--- config.mk ---
export PLATFORM = sky130hd
export DESIGN_NAME = div
export DESIGN_NICKNAME = d
export VERILOG_FILES = /design/src/rtl/multdiv_pkg.sv /design/src/rtl/full_cla.sv /design/src/rtl/div.sv
export SDC_FILE = /design/constraint.sdc
export NUM_CORES = 1
export LEC_CHECK = 0
export ABC_CLOCK_PERIOD_IN_PS = 5500
export CAP_MARGIN = 20
export CORE_MARGIN = 2
export CORE_UTILIZATION = 40
export DETAILED_ROUTE_END_ITERATION = 7
export PLACE_DENSITY = 0.59
export SLEW_MARGIN = 20
export SYNTH_ARGS = -nofsm -noshare
export SYNTH_HDL_FRONTEND = slang
export SYNTH_SLANG_ARGS = --single-unit
--- constraint.sdc ---
create_clock -name clk -period 5.5 [get_ports clk]
set_input_delay 1.375 -clock clk [delete_from_list [all_inputs] [get_ports clk]]
set_output_delay 1.375 -clock clk [all_outputs]
set_load 0.01 [all_outputs]
--- src/rtl/multdiv_pkg.sv ---
// Shared definitions for the multdiv unit: datapath width, step count and divider states.
package multdiv_pkg;

    localparam int unsigned DIV_WIDTH = 32;
    localparam int unsigned DIV_STEPS = 32;

    localparam logic [DIV_WIDTH-1:0] INT_MIN = 32'h8000_0000;

    typedef enum logic [1:0] {
        IDLE,
        RUN,
        DONE
    } div_state_t;

endpackage

--- src/rtl/full_cla.sv ---
// 32-bit adder built from eight 4-bit carry-lookahead groups.
module full_cla (
    input  logic [31:0] a,
    input  logic [31:0] b,
    input  logic        c_in,
    output logic [31:0] sum,
    output logic        c_out
);

    logic [31:0] w_g;
    logic [31:0] w_p;
    logic [32:0] w_c;

    assign w_g    = a & b;
    assign w_p    = a ^ b;
    assign w_c[0] = c_in;

    for (genvar i = 0; i < 8; i++) begin : g_grp
        localparam int Base = 4 * i;

        assign w_c[Base+1] = w_g[Base] | (w_p[Base] & w_c[Base]);
        assign w_c[Base+2] = w_g[Base+1] | (w_p[Base+1] & w_g[Base])
                           | (w_p[Base+1] & w_p[Base] & w_c[Base]);
        assign w_c[Base+3] = w_g[Base+2] | (w_p[Base+2] & w_g[Base+1])
                           | (w_p[Base+2] & w_p[Base+1] & w_g[Base])
                           | (w_p[Base+2] & w_p[Base+1] & w_p[Base] & w_c[Base]);
        assign w_c[Base+4] = w_g[Base+3] | (w_p[Base+3] & w_g[Base+2])
                           | (w_p[Base+3] & w_p[Base+2] & w_g[Base+1])
                           | (w_p[Base+3] & w_p[Base+2] & w_p[Base+1] & w_g[Base])
                           | (w_p[Base+3] & w_p[Base+2] & w_p[Base+1] & w_p[Base] & w_c[Base]);
    end

    assign sum   = w_p ^ w_c[31:0];
    assign c_out = w_c[32];

endmodule

--- src/rtl/div.sv ---
// Sequential signed 32-bit restoring divider: one shift/subtract step per clock, 32 steps.
module div import multdiv_pkg::*; (
    input  logic                 clk,
    input  logic                 rst,
    input  logic                 ctrl_div,
    input  logic [DIV_WIDTH-1:0] data_operandA,
    input  logic [DIV_WIDTH-1:0] data_operandB,
    output logic [DIV_WIDTH-1:0] data_result,
    output logic                 data_exception,
    output logic                 data_resultRDY
);

    div_state_t r_state, w_state_d;

    logic [DIV_WIDTH-1:0] r_q;
    logic [DIV_WIDTH-1:0] r_d;
    logic [DIV_WIDTH-1:0] r_r;
    logic [5:0]           r_cnt;
    logic                 r_neg;
    logic                 r_dz;
    logic                 r_ovf;
    logic [DIV_WIDTH-1:0] r_result;
    logic                 r_exc;

    logic [DIV_WIDTH-1:0] w_a_abs;
    logic [DIV_WIDTH-1:0] w_b_abs;
    logic [DIV_WIDTH:0]   w_rs;
    logic [DIV_WIDTH-1:0] w_cla_a;
    logic [DIV_WIDTH-1:0] w_cla_b;
    logic [DIV_WIDTH-1:0] w_sum;
    logic                 w_cout;
    logic                 w_ge;
    logic                 w_done;
    logic [DIV_WIDTH-1:0] w_final;

    // Read as unsigned, the negation of INT_MIN is exactly 2^31, so no extra bit is needed.
    assign w_a_abs = data_operandA[DIV_WIDTH-1] ? (~data_operandA + 1'b1) : data_operandA;
    assign w_b_abs = data_operandB[DIV_WIDTH-1] ? (~data_operandB + 1'b1) : data_operandB;

    // The stored remainder is always below the divisor, so only the shifted value needs 33 bits.
    assign w_rs   = {r_r, r_q[DIV_WIDTH-1]};
    assign w_done = (r_state == DONE);

    // Shared adder: trial subtract while running, quotient negate in DONE.
    assign w_cla_a = w_done ? '0 : w_rs[DIV_WIDTH-1:0];
    assign w_cla_b = w_done ? ~r_q : ~r_d;

    full_cla u_cla (
        .a     (w_cla_a),
        .b     (w_cla_b),
        .c_in  (1'b1),
        .sum   (w_sum),
        .c_out (w_cout)
    );

    assign w_ge = w_rs[DIV_WIDTH] | w_cout;

    always_comb begin
        w_final = r_neg ? w_sum : r_q;
        if (r_dz) begin
            w_final = '0;
        end else if (r_ovf) begin
            w_final = INT_MIN;
        end
    end

    always_comb begin
        w_state_d = r_state;
        if (ctrl_div) begin
            w_state_d = RUN;
        end else begin
            case (r_state)
                IDLE:    w_state_d = IDLE;
                RUN:     if (r_cnt == 6'(DIV_STEPS - 1)) w_state_d = DONE;
                DONE:    w_state_d = IDLE;
                default: w_state_d = IDLE;
            endcase
        end
    end

    always_ff @(posedge clk or posedge rst) begin
        if (rst) begin
            r_state  <= IDLE;
            r_q      <= '0;
            r_d      <= '0;
            r_r      <= '0;
            r_cnt    <= '0;
            r_neg    <= 1'b0;
            r_dz     <= 1'b0;
            r_ovf    <= 1'b0;
            r_result <= '0;
            r_exc    <= 1'b0;
        end else begin
            r_state <= w_state_d;
            if (ctrl_div) begin
                r_q   <= w_a_abs;
                r_d   <= w_b_abs;
                r_r   <= '0;
                r_cnt <= '0;
                r_neg <= data_operandA[DIV_WIDTH-1] ^ data_operandB[DIV_WIDTH-1];
                r_dz  <= (data_operandB == '0);
                r_ovf <= (data_operandA == INT_MIN) && (data_operandB == '1);
            end else if (r_state == RUN) begin
                r_r   <= w_ge ? w_sum : w_rs[DIV_WIDTH-1:0];
                r_q   <= {r_q[DIV_WIDTH-2:0], w_ge};
                r_cnt <= r_cnt + 6'd1;
            end
            // Capture the DONE values so they persist after the ready pulse.
            if (w_done) begin
                r_result <= w_final;
                r_exc    <= r_dz | r_ovf;
            end
        end
    end

    assign data_result    = w_done ? w_final : r_result;
    assign data_exception = w_done ? (r_dz | r_ovf) : r_exc;
    assign data_resultRDY = w_done;

endmodule

==> impl_metrics.csv <==
group,metric,value,unit
sta,rsz0062_at_grt,"true",
logic_synthesis,async_reset_ff_share,100.0,%
logic_synthesis,synth_edf_count,0,
power_and_ir_drop,ir_worst_vdd,0.1794,mV
clock_network,clkSlewWorstSetupHoldPaths,0.06,ns
global_routing,grt_pass1_vias,7426,
sta,hold_ws,0.4902,ns
place,dpl_cell_area,10860,um2
setup_path,crit_slowest_cell,"clkdlybuf4s50_1",
logic_synthesis,synth_cells,1041,
routing,finalWirelength,25.97,mm
worst_hold_path,min_to,"r_result[12]",
worst_hold_path,holdCritPathClass,"register to register",
routing,routedWlPerCell,17.63,um
die,die_h,157.4,um
clock_network,tritoncts,"yes",
clock_network,cts_buffers,17,
logic_synthesis,syn_avg_cell_area,9.037,um2
sta,report.final.slew_viol_count,0,
routing,drtPass1Iterations,5,
sta,fin_worst_skew,0.009970,ns
logic_synthesis,synthFlopType,"dfrtp_1",
die,core_area,23260,um2
logic_synthesis,ys_seq_area_share,37.24,%
setup_path,r2r_start,"r_state[0]",
logic_synthesis,ys_ff_latch,140,
global_routing,gr-total-overflow,0,
routing,routed_via_density,5.424,
global_routing,grtUsageTotal,21.55,%
run_status,outcome,"finished, violations left",
setup_path,r2r_end,"r_r[10]",
final_layout,final_area,11710,um2
place,routabilityCongestion,0.8939,
setup_path,worstPathRequired,4.12,ns
sta,final.setup.tns,-0.03055,ns
logic_synthesis,ys_types,63,
die,die_x,157.4,um
final_layout,drive_gt1_share,11.53,%
routing,route.met3.wl,965,um
logic_synthesis,synth_top_area_cell,"dfrtp_1",
global_routing,grt_pass1_wl,41.32,mm
die,ios,101,
routing,wl_met2,10.90,mm
setup_path,regToRegSetupSlack,1.52,ns
clock_network,numClockSinks,140,
worst_hold_path,hold_depth,2,
logic_synthesis,synth_area,9408,um2
setup_path,path_class,"register to output port",
routing,drt_iter0_drc,635,
final_layout,num_antenna_cells,0,
setup_path,cp.arrival,4.16,ns
global_routing,grt_max_degree,93,
final_layout,syn_to_final_growth,24.46,%
routing,vias,7990,
sta,hold_viol,0,
clock_network,root_buffer,"clkbuf_16",
die,rows,56,
run_status,violations,"negative setup slack",
place,post-dp-hpwl,18.91,mm
place,portBuffers,100,
logic_synthesis,ys_warn_count,0,
clock_network,htreeDepth,4,
power_and_ir_drop,powerDensity,381.9,nW/um2
power_and_ir_drop,p_leak,5.222,nW
setup_path,crit_path_max_incr_delay,0.56,ns
clock_network,clk_path_buf_depth,2,
sta,max_clock_freq,180.8,MHz
setup_path,cp-end-kind,"output port",
final_layout,fin_nets,1252,
routing,ant_nets,0,
logic_synthesis,yosysMostFrequentCell,"dfrtp_1",
die,start_util,40.44,%
global_routing,antenna_found_initial,0,
routing,top_layer,"met4",
job,maxCapViolations,0,
setup_path,cp_max_fo,15,
setup_path,cp-start-kind,"register",
sta,setup_violations,1,
sta,setup_ws,-0.03055,ns
logic_synthesis,syn_nets,1152,
sta,post-route-period-util,100.6,%
sta,tightest_slew,0.9061,ns
die,dieArea,24760,um2
logic_synthesis,synth_area_leaders,"dfrtp_1, mux2i_1, ha_1, o21ai_0, xor2_1",
sta,fin_crit,5.531,ns
routing,drc_errors,0,
setup_path,reg2reg_depth,15,
worst_hold_path,worstHoldStart,"r_result[12]",
sta,relSlewSlack,39.59,%
setup_path,crit_chain,"nand2b_4, buf_12, inv_2, nor2_1, ha_1, a21oi_1, o21a_1, or2_2, nand2_1, inv_1, buf_4, fa_1, xnor2_1, mux2i_1, o21ai_1, clkdlybuf4s50_1",
logic_synthesis,yosys-top-cells-count,"dfrtp_1, nor2_1, mux2i_1",
clock_network,clk_latency,0.42,ns
logic_synthesis,synth_top_area_share,37.24,%
routing,m1WireLength,13.87,mm
## worst max-delay path by stage
stage,to,cells after the start,from,slack [ns]
5_1_grt,data_result[13],16,r_state[0],-0.24
2_1_floorplan,data_result[28],15,r_state[1],0.18
6_report,data_result[13],16,r_state[0],-0.03
3_5_place_dp,data_result[28],15,r_state[1],0.002
4_1_cts,data_result[24],14,r_state[0],-0.18
3_3_place_gp,data_result[28],15,r_state[1],0.09
## final cells by class
class / instances / area [um2]
Clock buffer: 19 / 432.9
Clock inverter: 13 / 191.4
Fill cell: 2266 / 11550
Inverter: 39 / 151.4
Multi-Input combinational cell: 805 / 5723
Sequential cell: 140 / 3505
Tap cell: 319 / 399.1
Timing Repair Buffer: 138 / 1306
## placed cells by master, fill, tap and decap left out, types with 19 or more instances in the layout
cell / synthesis / final
ha_1: 37 / 33
nand2_1: 92 / 92
o21ai_0: 92 / 72
dfrtp_1: 140 / 139
mux2i_1: 94 / 93
xnor2_1: 41 / 38
a21oi_1: 63 / 60
o31ai_1: 25 / 24
inv_1: 38 / 37
o21ai_1: 2 / 20
or3_1: 21 / 19
a211oi_1: 29 / 29
xor2_1: 43 / 43
clkdlybuf4s50_1: 0 / 84
buf_4: 0 / 35
nor2_1: 95 / 94
and2_1: 34 / 34
## cell families after synthesis
group	share of synthesized area [%]
adder cells (fa/ha/maj)	6.410
multiplexers	10.72
buffers and inverters	3.910
XOR/XNOR	7.820
AO/OA/AOI/OAI	17.54
AND/OR/NAND/NOR	16.36
flip-flops	37.24
## through the flow
stage | utilization [%] | setup WS [ns] | std cells | power [mW]
final | 50.33 | -0.03055 | 1473 | 4.472
after global routing | 50.33 | -0.2397 | 1473 | 4.761
after CTS | 49.66 | -0.1776 | 1466 | 4.417
after detailed placement | 46.67 | 0.002201 | 1432 | 3.142
after global placement | 46.67 | 0.08663 | 1432 | 3.123
after floorplan | - | 0.1791 | 1041 | 2.627
## worst max-delay path, delay by kind of cell, from the launching register on
kind,cells,cell delay (ns)
buffers and inverters,5,1.06
and+or+nand+nor,4,0.64
AOI/OAI and AO/OA,3,0.50
muxes,1,0.19
adders and majority gates,2,0.72
xor gates and xnor gates,1,0.21
DFF,1,0.41
## state kept, by name, indices dropped and copies added, names as in the netlist
signal	count
r_d	32
r_q	32
r_r	32
r_result	32
r_cnt	6
r_state	2
r_dz	1
r_exc	1
r_neg	1
r_ovf	1
## what timing repair did
action | CTS | global route
gates cloned | 2 | 0
hold buffers | 0 | 0
resized for setup | 28 | 52
buffers inserted | 0 | 7
pin swaps | 0 | 9
setup endpoints to repair | 16 | 24
## metal layers
layer	track usage [%]	vias to the layer above
met2	30.69	197
met3	3.001	19
li1	-	3914
met1	34.29	3860
met4	4.459	0
met5	0	-
## power breakdown
part	total, mW	switching [mW]	internal, mW
registers	1.36	0.159	1.20
clock network	1.23	0.471	0.763
logic	1.88	1.03	0.853
Power figures use the tool's default switching activity.
